`config.mk`:
```
export PLATFORM = sky130hd
export DESIGN_NAME = alu_result_stage_flat
export DESIGN_NICKNAME = d
export VERILOG_FILES = /design/src/rtl/alu_result_stage_if.sv /design/src/rtl/alu_result_stage.sv /design/src/flat_wrapper.sv
export SDC_FILE = /design/constraint.sdc
export NUM_CORES = 1
export LEC_CHECK = 0
export CAP_MARGIN = 20
export CORE_AREA = 2 2 109 111
export CTS_CLUSTER_SIZE = 16
export DETAILED_ROUTE_END_ITERATION = 8
export DIE_AREA = 0 0 111 113
export PLACE_DENSITY = 0.78
export SETUP_SLACK_MARGIN = 0.15
export SLEW_MARGIN = 20
export SYNTH_ARGS = -nofsm -noshare
export SYNTH_HDL_FRONTEND = slang
export SYNTH_SLANG_ARGS = --single-unit
```
`constraint.sdc`:
```
create_clock -name CLK -period 2.3 [get_ports CLK]
set_input_delay 0.575 -clock CLK [delete_from_list [all_inputs] [get_ports CLK]]
set_output_delay 0.575 -clock CLK [all_outputs]
set_load 0.02 [all_outputs]
```
`src/rtl/alu_result_stage_if.sv`:
```
// Handshake and data bundle between the ALU, the result stage and the memory stage.
// The slave modport is the result stage's view; master is the surrounding pipeline's view.
interface alu_result_stage_if #(
    parameter int DW = 32,
    parameter int RW = 5
);
    logic          in_valid;
    logic          in_ready;
    logic [DW-1:0] alu_out;
    logic          alu_zero;
    logic          alu_negative;
    logic          alu_overflow;
    logic          ovf_trap_en;
    logic [RW-1:0] rd;
    logic          regwr;
    logic [DW-1:0] inst_pc;
    logic          flush;
    logic          out_valid;
    logic          out_ready;
    logic [DW-1:0] out_data;
    logic          out_zero;
    logic          out_negative;
    logic [RW-1:0] out_rd;
    logic          out_regwr;
    logic          exc_pulse;
    logic [DW-1:0] exc_pc;

    modport slave (
        input  in_valid, alu_out, alu_zero, alu_negative, alu_overflow,
               ovf_trap_en, rd, regwr, inst_pc, flush, out_ready,
        output in_ready, out_valid, out_data, out_zero, out_negative,
               out_rd, out_regwr, exc_pulse, exc_pc
    );

    modport master (
        output in_valid, alu_out, alu_zero, alu_negative, alu_overflow,
               ovf_trap_en, rd, regwr, inst_pc, flush, out_ready,
        input  in_ready, out_valid, out_data, out_zero, out_negative,
               out_rd, out_regwr, exc_pulse, exc_pc
    );
endinterface

```
`src/rtl/alu_result_stage.sv`:
```
// Two-entry result buffer behind the ALU with overflow-trap strobe and a short issue lockout.
// All outputs, including in_ready, come straight from flops.
module alu_result_stage #(
    parameter int DW          = 32,
    parameter int RW          = 5,
    parameter int TRAP_CYCLES = 2
) (
    input  logic              CLK,
    input  logic              nRST,
    alu_result_stage_if.slave bus
);
    typedef enum logic [0:0] {ST_NORMAL = 1'b0, ST_TRAP = 1'b1} state_t;

    typedef struct packed {
        logic [DW-1:0] data;
        logic          zero;
        logic          neg;
        logic [RW-1:0] rd;
        logic          regwr;
    } entry_t;

    localparam logic [3:0] TRAP_INIT = 4'(TRAP_CYCLES);

    state_t        state_r, state_nxt_s;
    logic [3:0]    trap_cnt_r, trap_cnt_nxt_s;
    logic [1:0]    count_r, count_nxt_s;
    entry_t        head_r, head_nxt_s;
    entry_t        tail_r, tail_nxt_s;
    entry_t        in_entry_s;
    logic          in_ready_r;
    logic          out_valid_r;
    logic          exc_pulse_r;
    logic [DW-1:0] exc_pc_r;
    logic          acc_s;
    logic          deq_s;
    logic          ovf_s;
    logic          trap_s;

    assign acc_s  = bus.in_valid && in_ready_r;
    assign deq_s  = out_valid_r && bus.out_ready;
    assign ovf_s  = bus.ovf_trap_en && bus.alu_overflow;
    // A flushed transfer is discarded, so it must not raise a trap either.
    assign trap_s = acc_s && ovf_s && !bus.flush;

    assign in_entry_s.data  = bus.alu_out;
    assign in_entry_s.zero  = bus.alu_zero;
    assign in_entry_s.neg   = bus.alu_negative;
    assign in_entry_s.rd    = bus.rd;
    assign in_entry_s.regwr = bus.regwr && !ovf_s;

    // Trap lockout FSM: next state and counter.
    always_comb begin
        state_nxt_s    = state_r;
        trap_cnt_nxt_s = trap_cnt_r;
        if (bus.flush) begin
            state_nxt_s    = ST_NORMAL;
            trap_cnt_nxt_s = 4'd0;
        end else begin
            case (state_r)
                ST_NORMAL: begin
                    if (trap_s) begin
                        state_nxt_s    = ST_TRAP;
                        trap_cnt_nxt_s = TRAP_INIT;
                    end else begin
                        state_nxt_s    = ST_NORMAL;
                        trap_cnt_nxt_s = 4'd0;
                    end
                end
                ST_TRAP: begin
                    if (trap_cnt_r <= 4'd1) begin
                        state_nxt_s    = ST_NORMAL;
                        trap_cnt_nxt_s = 4'd0;
                    end else begin
                        state_nxt_s    = ST_TRAP;
                        trap_cnt_nxt_s = trap_cnt_r - 4'd1;
                    end
                end
                default: begin
                    state_nxt_s    = ST_NORMAL;
                    trap_cnt_nxt_s = 4'd0;
                end
            endcase
        end
    end

    // FIFO next-state: head/tail contents and occupancy.
    always_comb begin
        head_nxt_s  = head_r;
        tail_nxt_s  = tail_r;
        count_nxt_s = count_r;
        if (bus.flush) begin
            count_nxt_s = 2'd0;
        end else begin
            case ({acc_s, deq_s})
                2'b10: begin
                    if (count_r == 2'd0) begin
                        head_nxt_s = in_entry_s;
                    end else begin
                        tail_nxt_s = in_entry_s;
                    end
                    count_nxt_s = count_r + 2'd1;
                end
                2'b01: begin
                    head_nxt_s  = tail_r;
                    count_nxt_s = count_r - 2'd1;
                end
                2'b11: begin
                    // Occupancy stays put; the new entry queues behind whatever remains.
                    if (count_r == 2'd2) begin
                        head_nxt_s = tail_r;
                        tail_nxt_s = in_entry_s;
                    end else begin
                        head_nxt_s = in_entry_s;
                    end
                end
                default: begin
                    count_nxt_s = count_r;
                end
            endcase
        end
    end

    // State, storage and registered outputs.
    always_ff @(posedge CLK or negedge nRST) begin
        if (!nRST) begin
            state_r     <= ST_NORMAL;
            trap_cnt_r  <= 4'd0;
            count_r     <= 2'd0;
            head_r      <= '0;
            tail_r      <= '0;
            in_ready_r  <= 1'b1;
            out_valid_r <= 1'b0;
            exc_pulse_r <= 1'b0;
            exc_pc_r    <= '0;
        end else begin
            state_r     <= state_nxt_s;
            trap_cnt_r  <= trap_cnt_nxt_s;
            count_r     <= count_nxt_s;
            head_r      <= head_nxt_s;
            tail_r      <= tail_nxt_s;
            in_ready_r  <= (count_nxt_s != 2'd2) && (state_nxt_s == ST_NORMAL);
            out_valid_r <= (count_nxt_s != 2'd0);
            exc_pulse_r <= trap_s;
            if (trap_s) begin
                exc_pc_r <= bus.inst_pc;
            end else begin
                exc_pc_r <= exc_pc_r;
            end
        end
    end

    assign bus.in_ready     = in_ready_r;
    assign bus.out_valid    = out_valid_r;
    assign bus.out_data     = head_r.data;
    assign bus.out_zero     = head_r.zero;
    assign bus.out_negative = head_r.neg;
    assign bus.out_rd       = head_r.rd;
    assign bus.out_regwr    = head_r.regwr;
    assign bus.exc_pulse    = exc_pulse_r;
    assign bus.exc_pc       = exc_pc_r;
endmodule

```
`src/flat_wrapper.sv`:
```
// flat-port wrapper written by rule: the top's interface ports become plain ports
module alu_result_stage_flat 
#(
    parameter int DW          = 32,
    parameter int RW          = 5,
    parameter int TRAP_CYCLES = 2
)
  (CLK, nRST, bus_in_valid, bus_alu_out, bus_alu_zero, bus_alu_negative, bus_alu_overflow, bus_ovf_trap_en, bus_rd, bus_regwr, bus_inst_pc, bus_flush, bus_out_ready, bus_in_ready, bus_out_valid, bus_out_data, bus_out_zero, bus_out_negative, bus_out_rd, bus_out_regwr, bus_exc_pulse, bus_exc_pc);
  alu_result_stage_if #(.DW(DW), .RW(RW)) bus_i ();
  input  logic CLK;
  input  logic nRST;
  input wire logic [$bits(bus_i.in_valid)-1:0] bus_in_valid;
  input wire logic [$bits(bus_i.alu_out)-1:0] bus_alu_out;
  input wire logic [$bits(bus_i.alu_zero)-1:0] bus_alu_zero;
  input wire logic [$bits(bus_i.alu_negative)-1:0] bus_alu_negative;
  input wire logic [$bits(bus_i.alu_overflow)-1:0] bus_alu_overflow;
  input wire logic [$bits(bus_i.ovf_trap_en)-1:0] bus_ovf_trap_en;
  input wire logic [$bits(bus_i.rd)-1:0] bus_rd;
  input wire logic [$bits(bus_i.regwr)-1:0] bus_regwr;
  input wire logic [$bits(bus_i.inst_pc)-1:0] bus_inst_pc;
  input wire logic [$bits(bus_i.flush)-1:0] bus_flush;
  input wire logic [$bits(bus_i.out_ready)-1:0] bus_out_ready;
  output wire logic [$bits(bus_i.in_ready)-1:0] bus_in_ready;
  output wire logic [$bits(bus_i.out_valid)-1:0] bus_out_valid;
  output wire logic [$bits(bus_i.out_data)-1:0] bus_out_data;
  output wire logic [$bits(bus_i.out_zero)-1:0] bus_out_zero;
  output wire logic [$bits(bus_i.out_negative)-1:0] bus_out_negative;
  output wire logic [$bits(bus_i.out_rd)-1:0] bus_out_rd;
  output wire logic [$bits(bus_i.out_regwr)-1:0] bus_out_regwr;
  output wire logic [$bits(bus_i.exc_pulse)-1:0] bus_exc_pulse;
  output wire logic [$bits(bus_i.exc_pc)-1:0] bus_exc_pc;
  assign bus_i.in_valid = bus_in_valid;
  assign bus_i.alu_out = bus_alu_out;
  assign bus_i.alu_zero = bus_alu_zero;
  assign bus_i.alu_negative = bus_alu_negative;
  assign bus_i.alu_overflow = bus_alu_overflow;
  assign bus_i.ovf_trap_en = bus_ovf_trap_en;
  assign bus_i.rd = bus_rd;
  assign bus_i.regwr = bus_regwr;
  assign bus_i.inst_pc = bus_inst_pc;
  assign bus_i.flush = bus_flush;
  assign bus_i.out_ready = bus_out_ready;
  assign bus_in_ready = bus_i.in_ready;
  assign bus_out_valid = bus_i.out_valid;
  assign bus_out_data = bus_i.out_data;
  assign bus_out_zero = bus_i.out_zero;
  assign bus_out_negative = bus_i.out_negative;
  assign bus_out_rd = bus_i.out_rd;
  assign bus_out_regwr = bus_i.out_regwr;
  assign bus_exc_pulse = bus_i.exc_pulse;
  assign bus_exc_pc = bus_i.exc_pc;
  alu_result_stage #(.DW(DW), .RW(RW), .TRAP_CYCLES(TRAP_CYCLES)) u_core (.CLK(CLK), .nRST(nRST), .bus(bus_i));
endmodule
```
==> results of run 1 <==
flip-flops by register name, indices dropped and copies added, names as in the netlist:
| register | count |
|---|---|
| u_core.bus.out_valid | 1 |
| u_core.bus.out_zero | 1 |
| u_core.bus.in_ready | 1 |
| u_core.bus.exc_pulse | 1 |
| u_core.bus.out_data | 32 |
| u_core.bus.out_rd | 5 |
| u_core.tail_r | 40 |
| u_core.bus.out_regwr | 1 |
| u_core.state_r | 1 |
| u_core.bus.out_negative | 1 |
| u_core.count_r | 2 |
| u_core.trap_cnt_r | 4 |
| u_core.bus.exc_pc | 32 |
kinds of logic (layout without fill, tap and decap cells):
logic type               count (synthesis)  after routing  share of synthesized area
AND/OR/NAND/NOR                        154            154                      0.115
flip-flops                             122            122                      0.583
AO/OA/AOI/OAI                           91             91                      0.143
multiplexers                            39             39                     0.0839
buffers and inverters                   36            214                     0.0526
adder cells (fa/ha/maj)                  6              6                     0.0143
XOR/XNOR                                 5              5                    0.00836
worst max-delay path, stage by stage:
cell,delay (ps)
clkdlybuf4s50_1,420
and2_1,170
ha_1,210
buf_4,150
o221ai_4,220
buf_12,230
mux2_2,370
synthesized netlist by cell type, types with 2 or more instances:
master	number	share of area
a21oi_1	2	0.0019
a21oi_2	41	0.069
a22oi_1	39	0.056
buf_2	8	0.0076
buf_4	2	0.0029
buf_6	16	0.034
clkbuf_1	3	0.0021
dfrtp_1	121	0.58
ha_1	6	0.014
inv_1	6	0.0043
mux2_1	3	0.0064
mux2_2	36	0.077
nand2_1	101	0.072
nor2_1	47	0.034
xnor2_1	4	0.0067
cells in the final DEF (no fill, tap or decap), drive strengths merged, types with 2 or more instances in the layout:
| cell type | n |
|---|---|
| a21oi | 43 |
| clkdlybuf4s50 | 151 |
| clkbuf | 23 |
| ha | 6 |
| nor3 | 2 |
| nor2 | 47 |
| bufinv | 4 |
| clkinv | 2 |
| dfrtp | 121 |
| xnor2 | 4 |
| inv | 7 |
| buf | 25 |
| o21ai | 2 |
| mux2 | 39 |
| a22oi | 39 |
| nand2 | 101 |
what timing repair did:
action,CTS,global route
setup buffers,0,0
setup endpoints to repair,1,0
resized for setup,1,0
cell type report:
| cell class | count | share of cell area |
|---|---|---|
| Sequential cell | 122 | 0.399 |
| Clock buffer | 23 | 0.0650 |
| Inverter | 7 | 0.00376 |
| Timing Repair Buffer | 177 | 0.239 |
| Tap cell | 143 | 0.0234 |
| Clock inverter | 7 | 0.0180 |
| Multi-Input combinational cell | 295 | 0.252 |
worst paths after layout:
path,to,slack (ps),cells past startpoint
hold reg to reg,u_core.bus.exc_pc[25]$_DFFE_PN0N_,470,2
max in group asynchronous,u_core.bus.exc_pulse$_DFF_PN0_,1480,2
setup / recovery,u_core.tail_r[29]$_DFFE_PN0P_,220,7
min in group CLK,u_core.bus.exc_pc[25]$_DFFE_PN0N_,470,2
hold / removal,u_core.tail_r[36]$_DFFE_PN0P_,140,1
setup reg to reg,u_core.tail_r[29]$_DFFE_PN0P_,410,6
through the flow:
| stage | worst slack, ps | cell area, µm² | hold slack [ps] | std cells |
|---|---|---|---|---|
| floorplan | 377 | 5240 | 279 | 453 |
| global placement | -168 | 7020 | 458 | 744 |
| detailed placement | -196 | 7020 | 463 | 744 |
| CTS | 208 | 7660 | 156 | 774 |
| global route | 156 | 7660 | 169 | 774 |
| finish | 217 | 7660 | 139 | 774 |
per-layer routing:
layer  share of wire  routed length [µm]  up-vias  GRT usage
met1            0.43                5100     1830      0.242
li1                -                   -     1862          -
met5               0                   0        -          0
met3           0.070                 825       12     0.0707
met4           0.010                 124        0     0.0575
met2            0.49                5810      123      0.329
power by group through the flow:
stage / logic [mW] / registers (mW) / clock network (mW)
2_1_floorplan: 1.58 / 4.22 / 0
3_3_place_gp: 3.84 / 3.59 / 0
3_5_place_dp: 3.93 / 3.64 / 0
4_1_cts: 3.95 / 3.63 / 2.89
5_1_grt: 4.19 / 3.74 / 3.00
6_report: 3.90 / 3.63 / 2.84
==> reports/qor.txt, run 1 <==
Worst Skew: 8.03 ps
maximum ir drop on the vdd rail: 0.725 mV
CTS tree: yes
iteration count of the initial detailed-routing pass: 4
via density per instance: 4.94
critical path class: in -> reg
Seq pwr share: 0.350
largest net degree at the start of global routing: 49
part of the power in the clock network: 0.274
most instantiated flip-flop cell in the synthesis netlist: dfrtp_1
endpoint class of the critical path: flop
Cells after Synth: 453
root buf cell: clkbuf_16
global-route wire length before repair: 19700 µm
sequential cell area fraction in the yosys report: 0.583
die extent in x: 111 µm
total power per unit cell area: 1350 mW/mm²
Final Hold Vio Count: 0
maximum clock frequency: 0.480 GHz
kind of start point of the critical path: primary input
Fillers: 847
weighted congestion reported at the end of routability-driven placement: 0.769
initial antenna violation count: 0
Total Routing Usage GR: 0.197
ys async rst share: 1.00
average size of a mapped cell: 11.6 µm²
post-layout util: 0.679
die footprint: 0.0125 mm²
Data arrival, critical path: 2360 ps
syn nets: 538
H-tree depth: 4
total clock buffers created by CTS: 17
critical register-to-register path startpoint: u_core.bus.out_valid$_DFF_PN0_
total I/O pin count: 154
Area Growth Syn to Fin: 46.2%
post-synthesis cell area: 0.00524 mm²
number of global-route vias before repair: 3993
worst min path class: in -> async
final critical-path share of the clock period: 0.906
required time of the critical path: 2580 ps
Setup violations, final: 0
sequential cell area in the final layout: 0.00305 mm²
Ant. Diodes: 0
Overall Power: 10.4 mW
die span in y: 113 µm
Slew @ Worst Pin: 510 ps
number of distinct standard cells referenced by the synthesized netlist: 33
RSZ-0062 raised after global routing: no
Max transition margin: 0.660
result of the run: finished clean
final total negative setup slack: 0 ps
core box area: 0.0113 mm²
hold buffers post-CTS: 0
minimum clock period after layout: 2080 ps
share of cells above drive strength 1: 0.219
Sw Ratio: 0.322
Antenna Nets Post-Route: 0
remaining global-route overflow: 0
effective utilization at floorplan: 0.465
leakage power total: 3.41 nW
HPWL reported at the end of detailed placement: 8280 µm
area of the multi-input gates: 0.00193 mm²
CTS sink count: 122
First DRT Iteration DRCs: 178
Via Count: 3827
number of enable flip-flop cells after synthesis: 0
number of max-capacitance violations reported: 0
Pins Over Slew Limit: 0
Clock Latency Late Sink: 410 ps
synthesis-stage register bit count: 122
DRC violation count after routing: 0
register clock-pin slew on the reported worst setup and hold paths: 50 ps
CTS Buffer Depth: 2
maximum fanout count along the critical path: 27
Psw: 3.34 mW
Combinational Power Share: 0.377
cell row count: 39
CP startpoint: bus_out_ready
total wire length: 11900 µm
total of warnings raised by yosys: 0
internal power: 7.03 mW
number of port buffers: 153
Nets: 705
average detailed-routed wire length per instance: 15.3 µm
Power figures use the tool's default switching activity.
==> run 2, diff against run 1 <==
--- a/config.mk
+++ b/config.mk
@@ -12,7 +12,6 @@
 export DIE_AREA = 0 0 111 113
 export PLACE_DENSITY = 0.78
 export SETUP_SLACK_MARGIN = 0.15
-export SLEW_MARGIN = 20
 export SYNTH_ARGS = -nofsm -noshare
 export SYNTH_HDL_FRONTEND = slang
 export SYNTH_SLANG_ARGS = --single-unit
==> results of run 2 <==
Same layout as run 1: the final DEF is identical, and so are final timing and power.
==> run 3, diff against run 2 <==
--- a/config.mk
+++ b/config.mk
@@ -15,3 +15,4 @@
 export SYNTH_ARGS = -nofsm -noshare
 export SYNTH_HDL_FRONTEND = slang
 export SYNTH_SLANG_ARGS = --single-unit
+export TNS_END_PERCENT = 20
==> results of run 3 <==
Same layout as run 1: the final DEF is identical, and so are final timing and power.
